==> src/rtl/seg_pkg.sv <==
// Shared definitions for the multiplexed 7-segment scan driver.
// Segment vectors are ordered {g,f,e,d,c,b,a} (bit 6 = g, bit 0 = a) and
// are active-low: a 0 bit lights the segment.
package seg_pkg;

  typedef logic [6:0] seg_t;

  // Bit position of each segment inside a seg_t.
  localparam int SEG_A = 0;
  localparam int SEG_B = 1;
  localparam int SEG_C = 2;
  localparam int SEG_D = 3;
  localparam int SEG_E = 4;
  localparam int SEG_F = 5;
  localparam int SEG_G = 6;

  // All segments dark.
  localparam seg_t SEG_BLANK = 7'b1111111;

  localparam seg_t GLYPH_0 = 7'b1000000;
  localparam seg_t GLYPH_1 = 7'b1111001;
  localparam seg_t GLYPH_2 = 7'b0100100;
  localparam seg_t GLYPH_3 = 7'b0110000;
  localparam seg_t GLYPH_4 = 7'b0011001;
  localparam seg_t GLYPH_5 = 7'b0010010;
  localparam seg_t GLYPH_6 = 7'b0000010;
  localparam seg_t GLYPH_7 = 7'b1111000;
  localparam seg_t GLYPH_8 = 7'b0000000;
  localparam seg_t GLYPH_9 = 7'b0010000;
  localparam seg_t GLYPH_A = 7'b0001000;
  localparam seg_t GLYPH_B = 7'b0000011;
  localparam seg_t GLYPH_C = 7'b1000110;
  localparam seg_t GLYPH_D = 7'b0100001;
  localparam seg_t GLYPH_E = 7'b0000110;
  localparam seg_t GLYPH_F = 7'b0001110;

endpackage

==> src/rtl/seg_hex_decode.sv <==
// Hex code to 7-segment glyph decoder (combinational).
// Ports:
//   code  in  4  hex value 0..F
//   glyph out 7  active-low segments {g,f,e,d,c,b,a}
module seg_hex_decode
  import seg_pkg::*;
(
  input  logic [3:0] code,
  output logic [6:0] glyph
);

  always_comb begin
    glyph = SEG_BLANK;
    case (code)
      4'h0: glyph = GLYPH_0;
      4'h1: glyph = GLYPH_1;
      4'h2: glyph = GLYPH_2;
      4'h3: glyph = GLYPH_3;
      4'h4: glyph = GLYPH_4;
      4'h5: glyph = GLYPH_5;
      4'h6: glyph = GLYPH_6;
      4'h7: glyph = GLYPH_7;
      4'h8: glyph = GLYPH_8;
      4'h9: glyph = GLYPH_9;
      4'hA: glyph = GLYPH_A;
      4'hB: glyph = GLYPH_B;
      4'hC: glyph = GLYPH_C;
      4'hD: glyph = GLYPH_D;
      4'hE: glyph = GLYPH_E;
      4'hF: glyph = GLYPH_F;
      default: glyph = SEG_BLANK;
    endcase
  end

endmodule

==> src/rtl/seg_scan_driver.sv <==
// Time-multiplexed 7-segment display scanner.
// Each digit owns a slot of 2^DIV_LOG2 clk cycles; NUM_DIGITS slots form a
// frame. Display inputs are frozen into a snapshot at frame start so a frame
// never shows a mix of old and new values. Brightness is PWM on the anodes
// within each slot; blinking digits go dark on alternate blink phases.
// Ports:
//   clk          in   system clock, rising edge
//   rst          in   asynchronous active-high reset
//   nums         in   4 bits per digit, digit 0 in nums[3:0] (rightmost)
//   dp_in        in   decimal point request per digit (1 = lit)
//   blank        in   force digit dark
//   blink        in   digit dark while blink phase is 1
//   lz_en        in   leading-zero suppression enable
//   bright       in   0 = 1/8 duty .. 7 = full duty
//   digit        out  one-hot-low anode select
//   seg          out  active-low {g,f,e,d,c,b,a}
//   dp           out  active-low decimal point
//   frame_start  out  one-clk pulse with the first output of digit 0
module seg_scan_driver
  import seg_pkg::*;
#(
  parameter int NUM_DIGITS = 4,
  parameter int DIV_LOG2   = 16,
  parameter int BLINK_LOG2 = 5
) (
  input  logic                    clk,
  input  logic                    rst,
  input  logic [4*NUM_DIGITS-1:0] nums,
  input  logic [NUM_DIGITS-1:0]   dp_in,
  input  logic [NUM_DIGITS-1:0]   blank,
  input  logic [NUM_DIGITS-1:0]   blink,
  input  logic                    lz_en,
  input  logic [2:0]              bright,
  output logic [NUM_DIGITS-1:0]   digit,
  output logic [6:0]              seg,
  output logic                    dp,
  output logic                    frame_start
);

  localparam int IDX_W = $clog2(NUM_DIGITS);
  localparam logic [IDX_W-1:0]    IDX_LAST  = IDX_W'(NUM_DIGITS - 1);
  localparam logic [DIV_LOG2-1:0] SLOT_LAST = '1;

  logic [DIV_LOG2-1:0]   slot_cnt;
  logic [IDX_W-1:0]      idx;
  logic [BLINK_LOG2-1:0] frame_cnt;
  logic                  blink_phase;

  logic [4*NUM_DIGITS-1:0] snap_nums;
  logic [NUM_DIGITS-1:0]   snap_dp;
  logic [NUM_DIGITS-1:0]   snap_blank;
  logic [NUM_DIGITS-1:0]   snap_blink;
  logic                    snap_lz;
  logic [2:0]              bright_q;

  logic slot_start;
  logic slot_wrap;
  logic frame_begin;
  logic frame_end;

  assign slot_start  = (slot_cnt == '0);
  assign slot_wrap   = (slot_cnt == SLOT_LAST);
  assign frame_begin = slot_start && (idx == '0);
  assign frame_end   = slot_wrap && (idx == IDX_LAST);

  // Counters, snapshot and per-slot brightness.
  always_ff @(posedge clk or posedge rst) begin
    if (rst) begin
      slot_cnt    <= '0;
      idx         <= '0;
      frame_cnt   <= '0;
      blink_phase <= 1'b0;
      snap_nums   <= '0;
      snap_dp     <= '0;
      snap_blank  <= '0;
      snap_blink  <= '0;
      snap_lz     <= 1'b0;
      bright_q    <= '0;
    end else begin
      slot_cnt <= slot_cnt + DIV_LOG2'(1);
      if (slot_wrap) begin
        idx <= (idx == IDX_LAST) ? '0 : idx + IDX_W'(1);
      end
      // Phase changes only between frames so a frame is never half-blinked.
      if (frame_end) begin
        frame_cnt <= frame_cnt + BLINK_LOG2'(1);
        if (frame_cnt == '1) begin
          blink_phase <= ~blink_phase;
        end
      end
      if (frame_begin) begin
        snap_nums  <= nums;
        snap_dp    <= dp_in;
        snap_blank <= blank;
        snap_blink <= blink;
        snap_lz    <= lz_en;
      end
      if (slot_start) begin
        bright_q <= bright;
      end
    end
  end

  // On the capture cycle itself the registers still hold the previous value,
  // so the live inputs are forwarded to keep the output one cycle behind
  // the counters without an extra pipeline stage.
  logic [4*NUM_DIGITS-1:0] eff_nums;
  logic [NUM_DIGITS-1:0]   eff_dp;
  logic [NUM_DIGITS-1:0]   eff_blank;
  logic [NUM_DIGITS-1:0]   eff_blink;
  logic                    eff_lz;
  logic [2:0]              eff_bright;

  always_comb begin
    eff_nums   = frame_begin ? nums  : snap_nums;
    eff_dp     = frame_begin ? dp_in : snap_dp;
    eff_blank  = frame_begin ? blank : snap_blank;
    eff_blink  = frame_begin ? blink : snap_blink;
    eff_lz     = frame_begin ? lz_en : snap_lz;
    eff_bright = slot_start ? bright : bright_q;
  end

  // A digit is suppressed while every digit from the leftmost down to it is
  // zero; digit 0 always shows so a zero value still reads "0".
  logic [NUM_DIGITS-1:0] lz_mask;
  logic                  zero_run;

  always_comb begin
    lz_mask  = '0;
    zero_run = eff_lz;
    for (int i = NUM_DIGITS - 1; i >= 1; i--) begin
      zero_run   = zero_run && (eff_nums[4*i +: 4] == 4'h0);
      lz_mask[i] = zero_run;
    end
  end

  logic [3:0] cur_code;
  logic       cur_dp;
  logic       cur_dark;

  always_comb begin
    cur_code = 4'h0;
    cur_dp   = 1'b0;
    cur_dark = 1'b0;
    for (int i = 0; i < NUM_DIGITS; i++) begin
      if (idx == IDX_W'(i)) begin
        cur_code = eff_nums[4*i +: 4];
        cur_dp   = eff_dp[i];
        cur_dark = eff_blank[i] || (eff_blink[i] && blink_phase) || lz_mask[i];
      end
    end
  end

  logic [6:0] cur_glyph;

  seg_hex_decode u_dec (
    .code  (cur_code),
    .glyph (cur_glyph)
  );

  // PWM: the top three slot bits split each slot into eighths.
  logic                  anode_on;
  logic [NUM_DIGITS-1:0] digit_nxt;

  always_comb begin
    anode_on  = (slot_cnt[DIV_LOG2-1 -: 3] <= eff_bright);
    digit_nxt = '1;
    for (int i = 0; i < NUM_DIGITS; i++) begin
      if (anode_on && (idx == IDX_W'(i))) begin
        digit_nxt[i] = 1'b0;
      end
    end
  end

  always_ff @(posedge clk or posedge rst) begin
    if (rst) begin
      digit       <= '1;
      seg         <= SEG_BLANK;
      dp          <= 1'b1;
      frame_start <= 1'b0;
    end else begin
      digit       <= digit_nxt;
      seg         <= cur_dark ? SEG_BLANK : cur_glyph;
      dp          <= cur_dark ? 1'b1 : ~cur_dp;
      frame_start <= frame_begin;
    end
  end

endmodule
==> config.mk <==
export PLATFORM = sky130hd
export DESIGN_NAME = seg_scan_driver
export DESIGN_NICKNAME = d
export VERILOG_FILES = /design/src/rtl/seg_pkg.sv /design/src/rtl/seg_hex_decode.sv /design/src/rtl/seg_scan_driver.sv
export SDC_FILE = /design/constraint.sdc
export NUM_CORES = 1
export LEC_CHECK = 0
export ABC_CLOCK_PERIOD_IN_PS = 8200
export BUFFER_PORTS_ARGS = -buffer_cell sky130_fd_sc_hd__buf_2
export CORE_MARGIN = 1
export CORE_UTILIZATION = 40
export CTS_CLUSTER_DIAMETER = 200
export DETAILED_ROUTE_END_ITERATION = 12
export MAX_ROUTING_LAYER = met4
export PLACE_DENSITY = 0.58
export SETUP_SLACK_MARGIN = 0.05
export SYNTH_ARGS = -nofsm -noshare
export SYNTH_HDL_FRONTEND = slang
export SYNTH_SLANG_ARGS = --single-unit
==> constraint.sdc <==
create_clock -name clk -period 8.2 [get_ports clk]
set_input_delay 0.82 -clock clk [delete_from_list [all_inputs] [get_ports clk]]
set_output_delay 0.82 -clock clk [all_outputs]
set_load 0.1 [all_outputs]
==> metrics.txt <==
# TYPE chip_impl_metric gauge
chip_impl_metric{name="post-cts-setup-buffer-count",unit=""} 0
chip_impl_metric{name="cellPowerDensity",unit="nW/um2"} 185
chip_impl_metric{name="maxCapViolations",unit=""} 0
chip_impl_metric{name="p_leak",unit="uW"} 0.00204
chip_impl_metric{name="final_cell_count_no_fill",unit=""} 489
chip_impl_metric{name="final_min_period_over_clock_period",unit=""} 0.416
chip_impl_metric{name="synth-async-reset-ratio",unit=""} 1.00
chip_impl_metric{name="grt_start_max_net_pins",unit=""} 70
chip_impl_info{name="gr-max-usage-layer",value="met2"} 1
chip_impl_info{name="run_status",value="finished, final reports clean"} 1
chip_impl_metric{name="cts-hold-fix-buffers",unit=""} 0
chip_impl_metric{name="cts_inserted_buffers",unit=""} 9
chip_impl_metric{name="netlist-cell-type-count",unit=""} 52
chip_impl_metric{name="area_growth_syn_to_layout",unit="%"} 16.9
chip_impl_info{name="tritoncts",value="done"} 1
chip_impl_metric{name="power.share.combinational",unit=""} 0.097
chip_impl_metric{name="num_rows",unit=""} 33
chip_impl_metric{name="drive_above_1_share",unit=""} 0.234
chip_impl_metric{name="worst_slew_margin_rel",unit=""} 0.420
chip_impl_metric{name="cts.repair.resized",unit=""} 0
chip_impl_metric{name="fin_nets",unit=""} 428
chip_impl_info{name="min-delay-path-class",value="reg2reg"} 1
chip_impl_metric{name="number_of_remaining_drc_errors",unit=""} 0
chip_impl_info{name="synth_most_common_cell",value="dfrtp_1"} 1
chip_impl_metric{name="grt_antenna_before_repair",unit=""} 0
chip_impl_metric{name="switching_share",unit=""} 0.247
chip_impl_info{name="synth_common_cells",value="dfrtp_1, nand2_1, inv_1"} 1
chip_impl_metric{name="detailedPlace.worstSlack",unit="ns"} 4.79
chip_impl_info{name="leading_post_synthesis_cells_by_cell_area",value="dfrtp_1, dfstp_2, mux2i_1"} 1
chip_impl_metric{name="clk_latency_worst_skew_pair",unit="ns"} 0.35
chip_impl_metric{name="power_frac_clock",unit=""} 0.419
chip_impl_metric{name="grt.met2_usage",unit=""} 0.288
chip_impl_metric{name="holdWs",unit="ns"} 0.462
chip_impl_metric{name="grt.met1_usage",unit=""} 0.233
chip_impl_metric{name="cts_htree_levels",unit=""} 3
chip_impl_metric{name="report.final.setup_viol",unit=""} 0
chip_impl_metric{name="clk_pin_slew_worst_paths",unit="ns"} 0.07
chip_impl_metric{name="finalWorstPathRequiredPeriod",unit="ns"} 3.41
chip_impl_metric{name="clock-skew-final",unit="ns"} 0.0102
chip_impl_metric{name="synthesis.instances",unit=""} 326
chip_impl_metric{name="port_buffers",unit=""} 46
chip_impl_metric{name="post-dp-hpwl",unit="mm"} 5.19
chip_impl_metric{name="numPlacedInstances",unit=""} 473
chip_impl_metric{name="antenna_cells_inserted",unit=""} 0
chip_impl_metric{name="grt_first_pass_wirelength",unit="mm"} 12.0
chip_impl_metric{name="synth_enable_flop_cells",unit=""} 0
chip_impl_metric{name="start_util",unit=""} 0.415
chip_impl_metric{name="synth_area_per_cell",unit="um2"} 10.5
chip_impl_metric{name="postLayoutSetupSlackWorst",unit="ns"} 4.79
chip_impl_metric{name="die_width",unit="um"} 94.4
chip_impl_metric{name="pin_count",unit=""} 47
chip_impl_metric{name="final_setup_tns",unit="ns"} 0
chip_impl_metric{name="least_margin_pin_slew",unit="ns"} 0.870
chip_impl_metric{name="die_area",unit="um2"} 8900
chip_impl_metric{name="internal_power",unit="uW"} 556
chip_impl_metric{name="crit_fanout",unit=""} 30
chip_impl_metric{name="wl_per_cell",unit="um"} 14.6
chip_impl_metric{name="yosysWarnings",unit=""} 0
chip_impl_metric{name="synth-seq-cells",unit=""} 69
chip_impl_metric{name="die_h",unit="um"} 94.4
chip_impl_metric{name="max-vdd-ir-drop",unit="mV"} 0.0974
chip_impl_info{name="grt_setup_unrepaired",value="false"} 1
chip_impl_metric{name="num-fill-cells",unit=""} 800
chip_impl_metric{name="hold_viol_final",unit=""} 0
chip_impl_info{name="synth_top_cell_by_area",value="dfrtp_1"} 1
chip_impl_info{name="worstSetupStartpointType",value="flip-flop"} 1
chip_impl_metric{name="maxSlewViolCount",unit=""} 0
chip_impl_metric{name="drt.antenna.violating_nets",unit=""} 0
chip_impl_metric{name="grt_remaining_overflow",unit=""} 0
chip_impl_info{name="criticalPathCategory",value="reg2reg"} 1
chip_impl_metric{name="clock_path_buffers",unit=""} 2
chip_impl_metric{name="final_core_util",unit=""} 0.486
chip_impl_metric{name="routabilityCongestion",unit=""} 0.848
chip_impl_metric{name="power.sequential.fraction",unit=""} 0.484
chip_impl_metric{name="pre_repair_dr_iteration_count",unit=""} 5
chip_impl_metric{name="use_met3",unit=""} 0.0580
chip_impl_metric{name="vias_per_cell",unit=""} 5.09
chip_impl_metric{name="vias",unit=""} 2487
chip_impl_metric{name="netlist.area_leader.share",unit=""} 0.418
chip_impl_metric{name="max_freq",unit="GHz"} 0.293
chip_impl_metric{name="critical_path_arrival",unit="ns"} 3.70
chip_impl_metric{name="tritoncts_num_sinks",unit=""} 69
chip_impl_metric{name="post_synth_instance_area",unit="um2"} 3410
chip_impl_metric{name="initialDrtViolationCount",unit=""} 75
chip_impl_info{name="clock-root-buffer",value="clkbuf_8"} 1
chip_impl_metric{name="netSwitchingPower",unit="uW"} 182
chip_impl_metric{name="synth.net_count",unit=""} 375
chip_impl_metric{name="total_wirelength_of_the_detailed_routed_design",unit="mm"} 7.12
chip_impl_metric{name="cp_data_required_time",unit="ns"} 8.48
chip_impl_metric{name="grt_usage",unit=""} 0.187
chip_impl_metric{name="synth_seq_area_share",unit=""} 0.510
chip_impl_metric{name="number_of_global_route_vias_before_repair",unit=""} 2528
chip_impl_info{name="timing.critical_path.to_type",value="flip-flop"} 1
chip_impl_metric{name="placeableCoreArea",unit="um2"} 8220
chip_impl_info{name="synth-main-ff-cell",value="dfrtp_1"} 1
-- stage by stage --
stage               power (uW)  instance area (um2)
CTS                        747                 3990
detailed placement         436                 3760
global placement           436                 3760
finish                     738                 3990
global route               774                 3990
floorplan                  415                 3410
-- cell usage in the layout (no fill, tap or decap), types with 3 or more instances in the layout --
master    instances
a21oi_1           4
and3_1            8
buf_2            46
clkbuf_8         14
dfrtp_1          57
dfstp_2          12
ha_1             15
inv_1            30
mux2_2            6
mux2i_1          21
nand2_1          56
nand3_1          10
nand4_1           3
nor2_1           10
nor2b_1           4
nor3_1            9
o211ai_1          3
o21ai_0           6
o221ai_1          6
o31ai_1           3
xnor2_1          12
xor2_1            6
-- registers in the layout (all words and copies together), names as in the netlist, 2 cells and up --
name        cells
seg             7
frame_cnt       5
snap_blink      4
snap_blank      4
slot_cnt       16
snap_nums      16
digit           4
bright_q        3
idx             2
snap_dp         4
-- worst max-delay path: stages, from the launching register on --
cell,delay (ns)
dfrtp_1,0.42
inv_1,0.11
ha_1,0.24
nor4b_1,0.26
nand4_1,0.12
buf_4,0.28
inv_2,0.32
mux2i_1,0.27
o221ai_1,0.12
a22oi_1,0.30
inv_1,0.14
ha_1,0.27
nor3_1,0.18
o21ai_0,0.11
a21bo_1,0.20
-- logic make-up after synthesis --
group                      after synthesis  synth area share
xor gates and xnor gates                18            0.0462
adders and majority gates               15            0.0550
muxes                                   28            0.0858
DFF                                     69             0.510
AOI/OAI and AO/OA                       40            0.0887
buffers and inverters                   38            0.0436
and+or+nand+nor                        118             0.170
-- power by group through the flow --
stage,logic (uW),registers [uW],clock network (uW)
after floorplan,27.7,388,0
after global placement,72.6,364,0
after detailed placement,72.7,364,0
after CTS,72.8,357,316
after global routing,78.9,359,336
final,71.5,357,309
-- path summary, 6_finish.rpt --
kind	slack (ns)	to	depth (start not counted)	startpoint
setup / recovery	4.79	seg[3]$_DFF_PP1_	14	idx[0]$_DFFE_PP0N_
hold / removal	0.46	snap_blink[1]$_DFF_PP0_	2	snap_blink[1]$_DFF_PP0_
setup reg to reg	4.79	seg[3]$_DFF_PP1_	14	idx[0]$_DFFE_PP0N_
hold reg to reg	0.46	snap_blink[1]$_DFF_PP0_	2	snap_blink[1]$_DFF_PP0_
max in group asynchronous	6.91	snap_blink[3]$_DFF_PP0_	3	rst
min in group asynchronous	0.73	frame_start$_DFF_PP0_	3	rst
-- per-layer routing --
metal	vias to the layer above	part of all wire
met3	15	0.045
met5	-	0
met1	1180	0.47
li1	1232	-
met4	0	0.018
met2	60	0.46
-- layout make-up --
cell class,count,area (um2),share of cell area
Clock buffer,14,193,0.0483
Clock inverter,2,37.5,0.00941
Inverter,32,120,0.0301
Multi-Input combinational cell,219,1520,0.381
Sequential cell,69,1740,0.437
Tap cell,105,131,0.0329
Timing Repair Buffer,48,245,0.0615
(Power assumes the default switching activity.)
